<file path="src/rtl/cdu_counter_pkg.sv">
// cdu_counter_pkg: shared pending type, default counter width and saturation-limit helper
package cdu_counter_pkg;
    typedef logic signed [7:0] pend_t;
    localparam int WIDTH_DEF = 15;
    localparam pend_t PEND_ONE = 8'sd1;
    function automatic pend_t sat_lim(input int q);
        return pend_t'(q);
    endfunction
endpackage

</file>
<file path="src/rtl/cdu_edge_detect.sv">
// cdu_edge_detect: rising-edge pulse from one CDU line.
// CDU_PULSE_SYNC_EN inserts a 2-flop synchroniser ahead of the detector.
module cdu_edge_detect (
    input  logic clk,
    input  logic rst,
    input  logic i_in,
    output logic o_rise
);
    logic r_prev;
    logic w_lvl;
`ifdef CDU_PULSE_SYNC_EN
    logic [1:0] r_sync;
    always_ff @(posedge clk) r_sync <= rst ? 2'b00 : {r_sync[0], i_in};
    assign w_lvl = r_sync[1];
`else
    assign w_lvl = i_in;
`endif
    always_ff @(posedge clk) r_prev <= rst ? 1'b0 : w_lvl;
    assign o_rise = w_lvl & ~r_prev;
endmodule

</file>
<file path="src/rtl/cdu_pulse_counter.sv">
// cdu_pulse_counter: CDU counter cell; buffers +/- pulses and applies one step per service slot.
// CDU_PULSE_SYNC_EN adds 2-flop synchronisers on pcdu_in, mcdu_in and cduz.
module cdu_pulse_counter
    import cdu_counter_pkg::*;
#(
    parameter int WIDTH       = WIDTH_DEF,
    parameter int SERVICE_DIV = 12,
    parameter int QMAX        = 7
) (
    input  logic             clk,
    input  logic             rst,
    input  logic             pcdu_in,
    input  logic             mcdu_in,
    input  logic             cduz,
    output logic [WIDTH-1:0] count,
    output pend_t            pending,
    output logic             busy,
    output logic             lost,
    output logic             slot
);
    localparam int TW = $clog2(SERVICE_DIV);
    localparam pend_t LIM = sat_lim(QMAX);
    localparam logic signed [8:0] LIM9 = 9'(LIM);
    localparam logic signed [8:0] ONE9 = 9'(PEND_ONE);
    logic [TW-1:0]     r_tmr;
    logic [WIDTH-1:0]  r_cnt;
    pend_t             r_pend;
    logic              r_lost;
    logic              w_prise, w_mrise, w_z, w_hi, w_lo;
    logic signed [8:0] w_edge, w_adj, w_sum;

    cdu_edge_detect u_plus  (.clk(clk), .rst(rst), .i_in(pcdu_in), .o_rise(w_prise));
    cdu_edge_detect u_minus (.clk(clk), .rst(rst), .i_in(mcdu_in), .o_rise(w_mrise));

`ifdef CDU_PULSE_SYNC_EN
    logic [1:0] r_zsync;
    always_ff @(posedge clk) r_zsync <= rst ? 2'b00 : {r_zsync[0], cduz};
    assign w_z = r_zsync[1];
`else
    assign w_z = cduz;
`endif

    assign slot   = r_tmr == TW'(SERVICE_DIV - 1);
    assign w_edge = (w_prise == w_mrise) ? 9'sd0 : w_prise ? ONE9 : -ONE9;
    assign w_adj  = (!slot || r_pend == '0) ? 9'sd0 : (r_pend > 8'sd0) ? -ONE9 : ONE9;
    // saturation is judged on the combined slot adjustment and new edge
    assign w_sum  = $signed({r_pend[7], r_pend}) + w_adj + w_edge;
    assign w_hi   = w_sum > LIM9;
    assign w_lo   = w_sum < -LIM9;

    always_ff @(posedge clk) begin
        if (rst) begin
            r_tmr  <= '0;
            r_cnt  <= '0;
            r_pend <= '0;
            r_lost <= 1'b0;
        end else begin
            r_tmr <= slot ? '0 : r_tmr + TW'(1);
            if (w_z) begin
                r_cnt  <= '0;
                r_pend <= '0;
            end else begin
                if (slot && r_pend != '0)
                    r_cnt <= r_cnt + ((r_pend > 8'sd0) ? WIDTH'(1) : {WIDTH{1'b1}});
                r_pend <= w_hi ? LIM : w_lo ? -LIM : pend_t'(w_sum[7:0]);
                if (w_hi || w_lo)
                    r_lost <= 1'b1;
            end
        end
    end

    assign count   = r_cnt;
    assign pending = r_pend;
    assign busy    = r_pend != '0;
    assign lost    = r_lost;
endmodule

</file>
<file path="config.mk">
export PLATFORM = sky130hd
export DESIGN_NAME = cdu_pulse_counter
export DESIGN_NICKNAME = d
export VERILOG_FILES = /design/src/rtl/cdu_counter_pkg.sv /design/src/rtl/cdu_edge_detect.sv /design/src/rtl/cdu_pulse_counter.sv
export SDC_FILE = /design/constraint.sdc
export NUM_CORES = 1
export LEC_CHECK = 0
export BUFFER_PORTS_ARGS = -buffer_cell sky130_fd_sc_hd__buf_2
export CORE_MARGIN = 3
export CORE_UTILIZATION = 35
export CTS_BUF_LIST = sky130_fd_sc_hd__clkbuf_4 sky130_fd_sc_hd__clkbuf_8 sky130_fd_sc_hd__clkbuf_16
export DETAILED_ROUTE_END_ITERATION = 10
export GPL_TIMING_DRIVEN = 0
export PLACE_DENSITY = 0.6
export REMOVE_ABC_BUFFERS = 1
export SETUP_SLACK_MARGIN = 0.15
export SYNTH_ARGS = -nofsm -noshare
export SYNTH_HDL_FRONTEND = slang
export SYNTH_HIERARCHICAL = 1
export SYNTH_SLANG_ARGS = --single-unit
export TNS_END_PERCENT = 1
</file>
<file path="constraint.sdc">
create_clock -name clk -period 4.4 [get_ports clk]
set_input_delay 0.22 -clock clk [delete_from_list [all_inputs] [get_ports clk]]
set_output_delay 0.22 -clock clk [all_outputs]
set_load 0.005 [all_outputs]
</file>
==> out/qor.csv, run 1 <==
metric,value,unit
status,"complete, no violations",
"FFs w/ async S/R, synth",0,%
Post-synth EDFFs,0,
fraction of the mapped netlist area in compound gates,16.7,%
total non-filler cell area in the finished layout,0.00256,sq mm
total clock buffers created by CTS,5,
Critical R2R Capture,pending[0],
Setup Crit Path Kind,reg -> reg,
leading post-synthesis cells by instance count,"dfxtp_1, a21oi_1, nand2_1, ha_1, nor2_1",
most repeated cell in the gate-level netlist after synthesis,dfxtp_1,
power after layout,0.000739,W
data required time at the worst endpoint,4610,ps
clk slew on worst S/H paths,60,ps
synthesized-area fraction occupied by and/or/nand/nor cells,21.2,%
area growth from synthesis to layout,19.0,%
Num Clock Sinks,30,
net switching share of the total power,32.0,%
fraction of synthesized cell area taken by the top area cell type,27.9,%
Row Count,27,
Logic pwr share,28.5,%
total inserted antenna cells,0,
clock tree from TritonCTS,done,
vertical extent of the die,84.4,um
share of the cycle needed by the critical path after routing,90.7,%
pin count of the biggest net entering global routing,21,
mean cell area of the mapped netlist,8.75,sq um
DRT iter0 DRCs,86,
endpoints failing hold,0,
unrepaired setup endpoints after global routing,no,
clock share of power,32.1,%
number of max-cap violations,0,
dpl hpwl,3.54,mm
initial antenna violation count,0,
worst slew slack as a fraction of its limit,59.9,%
worst reg2reg startpoint,pending[5],
Switching Power,0.000237,W
die width,84.4,um
clk_lat worst skew,280,ps
number of routed nets with antenna violations,0,
Core Box Area,0.00574,sq mm
Slew Limit Fails,0,
Hold WS,172,ps
Placed Instance Area,0.00238,sq mm
Setup Skew,8.85,ps
Power Dens Cells,289,mW/mm^2
first-pass iteration count of the detailed router,4,
kind of start point of the critical path,register,
VDD IR-drop max,122,uV
overflow left after global routing,0,
Layout Cells excl Fill,359,
synth warn,6,
Critical Path AT,4200,ps
FF-to-FF path depth,15,
class of the tightest hold or removal check,in -> reg,
Final GP Congestion,0.827,
boundary pin count,31,
Setup Slack @ Placement,-490,ps
drt wl/cell,13.1,um
post-route setup slack,411,ps
maximum frequency from static timing analysis,0.251,GHz
"buffers from clock root to sink, at most",2,
"Net count, final",323,
wire length of the first global-routing pass,8.02,mm
Clk Tree Root Cell,clkbuf_8,
final routed wirelength across all metal layers,4.70,mm
cell taking the most area after synthesis,dfxtp_1,
number of global-route vias before repair,1731,
sequential group share of total power,39.4,%
Cells on Worst Hold Path,2,
hold_sp,pcdu_in,
synthesized-area fraction occupied by adder cells,22.1,%
Tightest Pin Transition,600,ps
post-synthesis instance area,0.00215,sq mm
worst-path maximum fanout,4,
starting density of the core,37.5,%
leakage power,1.21,nW
sequential element share of the synthesized area,27.9,%
unique cell type count in the Yosys netlist,42,
total of buffers placed on input and output ports,30,
multiplexer fraction of the synthesized cell area,0.988,%
Placed Instances,344,
via count,1823,
combined global-route utilization of all metal layers,13.8,%
Worst Hold Path EP,u_plus/r_prev,
internal power,0.000503,W
Clock H-tree levels,2,
residual DRC count,0,
ratio of cells with drive above 1 in the final layout,23.3,%
main flop type after synthesis,dfxtp_1,
count of mapped cells out of synthesis,246,
shortest period the worst path allows,3990,ps
ranking of synthesized cells by area,"dfxtp_1, ha_1, fa_1",
total of endpoints with negative setup slack in the final report,0,
area of the die,0.00713,sq mm
CTS Hold Bufs,0,
dominant combinational cell family by area after synthesis,adder cells,
area share of xor/xnor cells in the synthesized design,8.13,%
number of synthesized register bits,30,
routed via count divided by cell count,5.08,
nature of the critical path endpoint,register,
Reg2Reg Setup Slack,410,ps
==> logic make-up after synthesis <==
kind of cell,count (synthesis)
simple gates,86
fa+ha+maj,32
mux,2
xor+xnor,20
buf+inv,17
compound gates,59
flops,30
==> power by group through the flow <==
stage | logic (W) | clock network (W) | registers [W]
6_report | 0.000211 | 0.000237 | 0.000291
2_1_floorplan | 0.000154 | 0 | 0.000296
3_3_place_gp | 0.000196 | 0 | 0.000297
3_5_place_dp | 0.000200 | 0 | 0.000297
5_1_grt | 0.000238 | 0.000260 | 0.000292
4_1_cts | 0.000203 | 0.000244 | 0.000291
==> layer usage <==
layer / vias to the layer above / global-route usage (%) / part of all wire (%)
met2: 28 / 21.7 / 46
met4: 0 / 5.90 / 1.7
met5: - / 0 / 0
met1: 851 / 18.1 / 48
met3: 8 / 3.14 / 4.0
li1: 936 / - / -
==> sequential cells by signal, indices dropped and copies added (netlist names) <==
register and cells:
u_plus/r_prev 1, u_minus/r_prev 1, r_tmr 4, count 15
lost 1, pending 8
==> per-stage QoR <==
stage / utilization (%) / setup TNS, ps
2_1_floorplan: - / 0
3_3_place_gp: 41.4 / -1990
3_5_place_dp: 41.4 / -2110
4_1_cts: 43.4 / 0
5_1_grt: 44.6 / 0
6_report: 44.6 / 0
==> worst max path at each step <==
stage	end	startpoint	slack [ps]	depth (start not counted)
2_1_floorplan	pending[0]	r_tmr[0]	310	16
3_3_place_gp	pending[0]	r_tmr[0]	-480	15
3_5_place_dp	lost	r_tmr[0]	-490	16
4_1_cts	pending[0]	r_tmr[0]	200	16
5_1_grt	pending[0]	pending[4]	190	15
6_report	pending[0]	pending[5]	410	15
==> cells in the final DEF, fill, tap and decap left out, types with 6 or more instances in the layout <==
cell,synthesis,routed
dfxtp_1,30,30
a21oi_1,26,26
inv_1,13,11
o21ai_0,11,11
xnor2_1,10,9
xor2_1,10,10
nor2_1,21,20
nand3_1,9,9
fa_1,10,10
nor3_1,6,6
nand2_1,26,25
clkbuf_8,0,6
ha_1,22,22
buf_4,0,7
buf_2,0,30
==> layout make-up <==
cell class,count,area (sq um)
Clock buffer,7,90.1
Clock inverter,1,5.00
Fill cell,564,3180
Inverter,13,56.3
Multi-Input combinational cell,199,1520
Sequential cell,30,601
Tap cell,72,90.1
Timing Repair Buffer,37,203
==> worst max-delay path: stages (launching register included) <==
cell,delay (ps)
dfxtp_1,340
nor4_1,380
nand2_1,210
nand2_4,140
clkinvlp_4,90
nand2_1,200
clkinvlp_4,190
fa_1,540
fa_1,470
a211oi_1,310
o21bai_1,120
a21oi_1,200
xnor2_1,200
nor3b_2,90
mux2_2,290
a21oi_1,140
==> what timing repair did <==
item | CTS | global route
pin swaps | 0 | 2
endpoints found under the setup margin | 9 | 4
resized for setup | 3 | 5
buffers inserted | 1 | 6
Note: power is estimated with default switching activity, not from simulation.
==> inputs of run 2 (changes only) <==
Clock period 4.4 ns to 4.1 ns, I/O delays scaled along.
==> run 2 against run 1 <==
Global-route usage increased by 0.12 points. Flip-flop and latch count unchanged. Setup slack got worse by 38 ps. Sequential share of layout area decreased by 0.24 points. Cell count increased by 0.28%. Hold slack got worse by 17 ps. Critical path depth unchanged. Utilization increased by 0.46 points. Register-to-register slack got worse by 40 ps. Sequential power increased by 7.6%. Routed wire length increased by 0.49%. Critical path type unchanged. Largest cell class unchanged. Highest routed layer unchanged.
==> out/qor.csv, run 2 (synthesized netlist as in run 1, its figures left out) <==
metric,value,unit,change
total of endpoints with negative setup slack in the final report,0,,unchanged
Fin Setup TNS,0,ps,unchanged
initial antenna violation count,0,,unchanged
Critical R2R Capture,pending[0],,
most frequent cells in the layout,"dfxtp_1, buf_2, a21oi_1",,
wire length of the first global-routing pass,8.11,mm,+1.1%
drt wl/cell,13.1,um,+0.21%
total non-filler cell area in the finished layout,0.00259,sq mm,+1.0%
unrepaired setup endpoints after global routing,no,,
Setup Skew,9.43,ps,+0.576 ps
worst reg2reg startpoint,pending[5],,
Setup Crit Path Kind,reg -> reg,,
share of the cycle needed by the critical path after routing,90.9,%,+0.25 points
endpoints failing hold,0,,unchanged
final routed wirelength across all metal layers,4.72,mm,+0.49%
worst-path maximum fanout,4,,unchanged
power after layout,0.000796,W,+7.7%
Clk Tree Root Cell,clkbuf_8,,
Clock H-tree levels,2,,unchanged
shortest period the worst path allows,3730,ps,-262 ps
vertical extent of the die,84.4,um,unchanged
FF-to-FF path depth,15,,unchanged
Placed Instance Area,0.00238,sq mm,unchanged
data required time at the worst endpoint,4310,ps,-300 ps
ratio of cells with drive above 1 in the final layout,24.7,%,+1.3 points
status,"complete, no violations",,
via count,1833,,+0.55%
nature of the critical path endpoint,register,,
total inserted antenna cells,0,,unchanged
area of the die,0.00713,sq mm,unchanged
number of global-route vias before repair,1746,,+0.87%
number of routed nets with antenna violations,0,,unchanged
number of inserted filler cells in the final layout,575,,+2.0%
Slew Limit Fails,0,,unchanged
Register Area,601,sq um,unchanged
clock tree from TritonCTS,done,,
dpl hpwl,3.54,mm,unchanged
"buffers from clock root to sink, at most",2,,unchanged
"Net count, final",324,,+0.31%
"flip-flop count of the largest register, all copies and words added",15,,unchanged
maximum frequency from static timing analysis,0.268,GHz,+7.0%
Row Count,27,,unchanged
die width,84.4,um,unchanged
leakage power,1.21,nW,+0.61%
starting density of the core,37.5,%,unchanged
pin count of the biggest net entering global routing,21,,unchanged
number of max-cap violations,0,,unchanged
clk_lat worst skew,280,ps,about the same
Tightest Pin Transition,595,ps,-5.58 ps
clk slew on worst S/H paths,60,ps,about the same
final cell utilization of the core,45.1,%,+0.46 points
kind of start point of the critical path,register,,
DRT iter0 DRCs,89,,+3.5%
Hold WS,155,ps,-17.3 ps
multi-input logic area,0.00154,sq mm,+1.2%
Final GP Congestion,0.827,,unchanged
routed via count divided by cell count,5.09,,+0.27%
overflow left after global routing,0,,unchanged
class of the tightest hold or removal check,in -> reg,,
Num Clock Sinks,30,,unchanged
residual DRC count,0,,unchanged
Worst setup endpoint,pending[0],,
Critical Path AT,3930,ps,-270 ps
Core Box Area,0.00574,sq mm,unchanged
boundary pin count,31,,unchanged
total of buffers placed on input and output ports,30,,unchanged
Power Dens Cells,307,mW/mm^2,+6.6%
worst slew slack as a fraction of its limit,60.3,%,+0.37 points
area growth from synthesis to layout,20.2,%,
Reg2Reg Setup Slack,370,ps,-40 ps
VDD IR-drop max,131,uV,+7.2%
combined global-route utilization of all metal layers,13.9,%,+0.12 points
Crit. Startpoint,pending[5],,
first-pass iteration count of the detailed router,4,,unchanged
total clock buffers created by CTS,5,,unchanged
## run 2: power by group
group / switching (W) / internal (W) / total, W / leakage [nW]
clock: 0.000113 / 0.000142 / 0.000255 / 0.0517
combinational: 0.000131 / 0.0000969 / 0.000228 / 0.918
sequential: 0.0000109 / 0.000302 / 0.000313 / 0.244
total: 0.000255 / 0.000541 / 0.000796 / 1.21
## run 2: cell type report
type / instances / share of cell area, %
Multi-Input combinational cell: 199 / 59.4
Sequential cell: 30 / 23.2
Timing Repair Buffer: 38 / 8.12
Clock buffer: 7 / 3.48
Tap cell: 72 / 3.48
Inverter: 13 / 2.17
Clock inverter: 1 / 0.193
## run 2: per-stage QoR
| step | instances | worst slack (ps) |
|---|---|---|
| 6_report | 360 | 373 |
| 5_1_grt | 360 | 158 |
| 4_1_cts | 355 | 151 |
| 3_5_place_dp | 344 | -790 |
| 3_3_place_gp | 344 | -779 |
| 2_1_floorplan | 242 | 5.32 |
## run 2: worst min path at each step
stage	slack, ps	to	depth (start not counted)	startpoint
floorplan	270	u_minus/r_prev	1	rst
global placement	440	u_plus/r_prev	2	pcdu_in
detailed placement	450	u_plus/r_prev	2	pcdu_in
CTS	150	u_plus/r_prev	2	pcdu_in
global route	160	u_plus/r_prev	2	pcdu_in
finish	150	u_plus/r_prev	2	pcdu_in
## run 2: metal layers
| metal | GRT usage [%] | wire [um] |
|---|---|---|
| met1 | 18.4 | 2290 |
| met2 | 21.9 | 2200 |
| met3 | 3.14 | 181 |
| met4 | 5.76 | 56 |
| met5 | 0 | 0 |
## run 2: what timing repair did
action	in CTS	in global routing
endpoints found under the hold margin	0	0
hold buffers	0	0
pin swaps	2	1
endpoints found under the setup margin	9	4
buffers inserted	3	5
gates resized for setup	5	7
## run 2: worst max-delay path, cell delays in order (launching register included)
cell,delay [ps]
dfxtp_1,340
nor4_2,330
nand2_1,170
nand2_4,110
clkinvlp_4,90
nand2_2,140
clkinvlp_4,150
fa_1,530
fa_1,490
a211oi_2,260
nor2_1,80
xor2_1,150
and4b_1,200
and3_1,180
mux2_2,270
a21oi_1,140
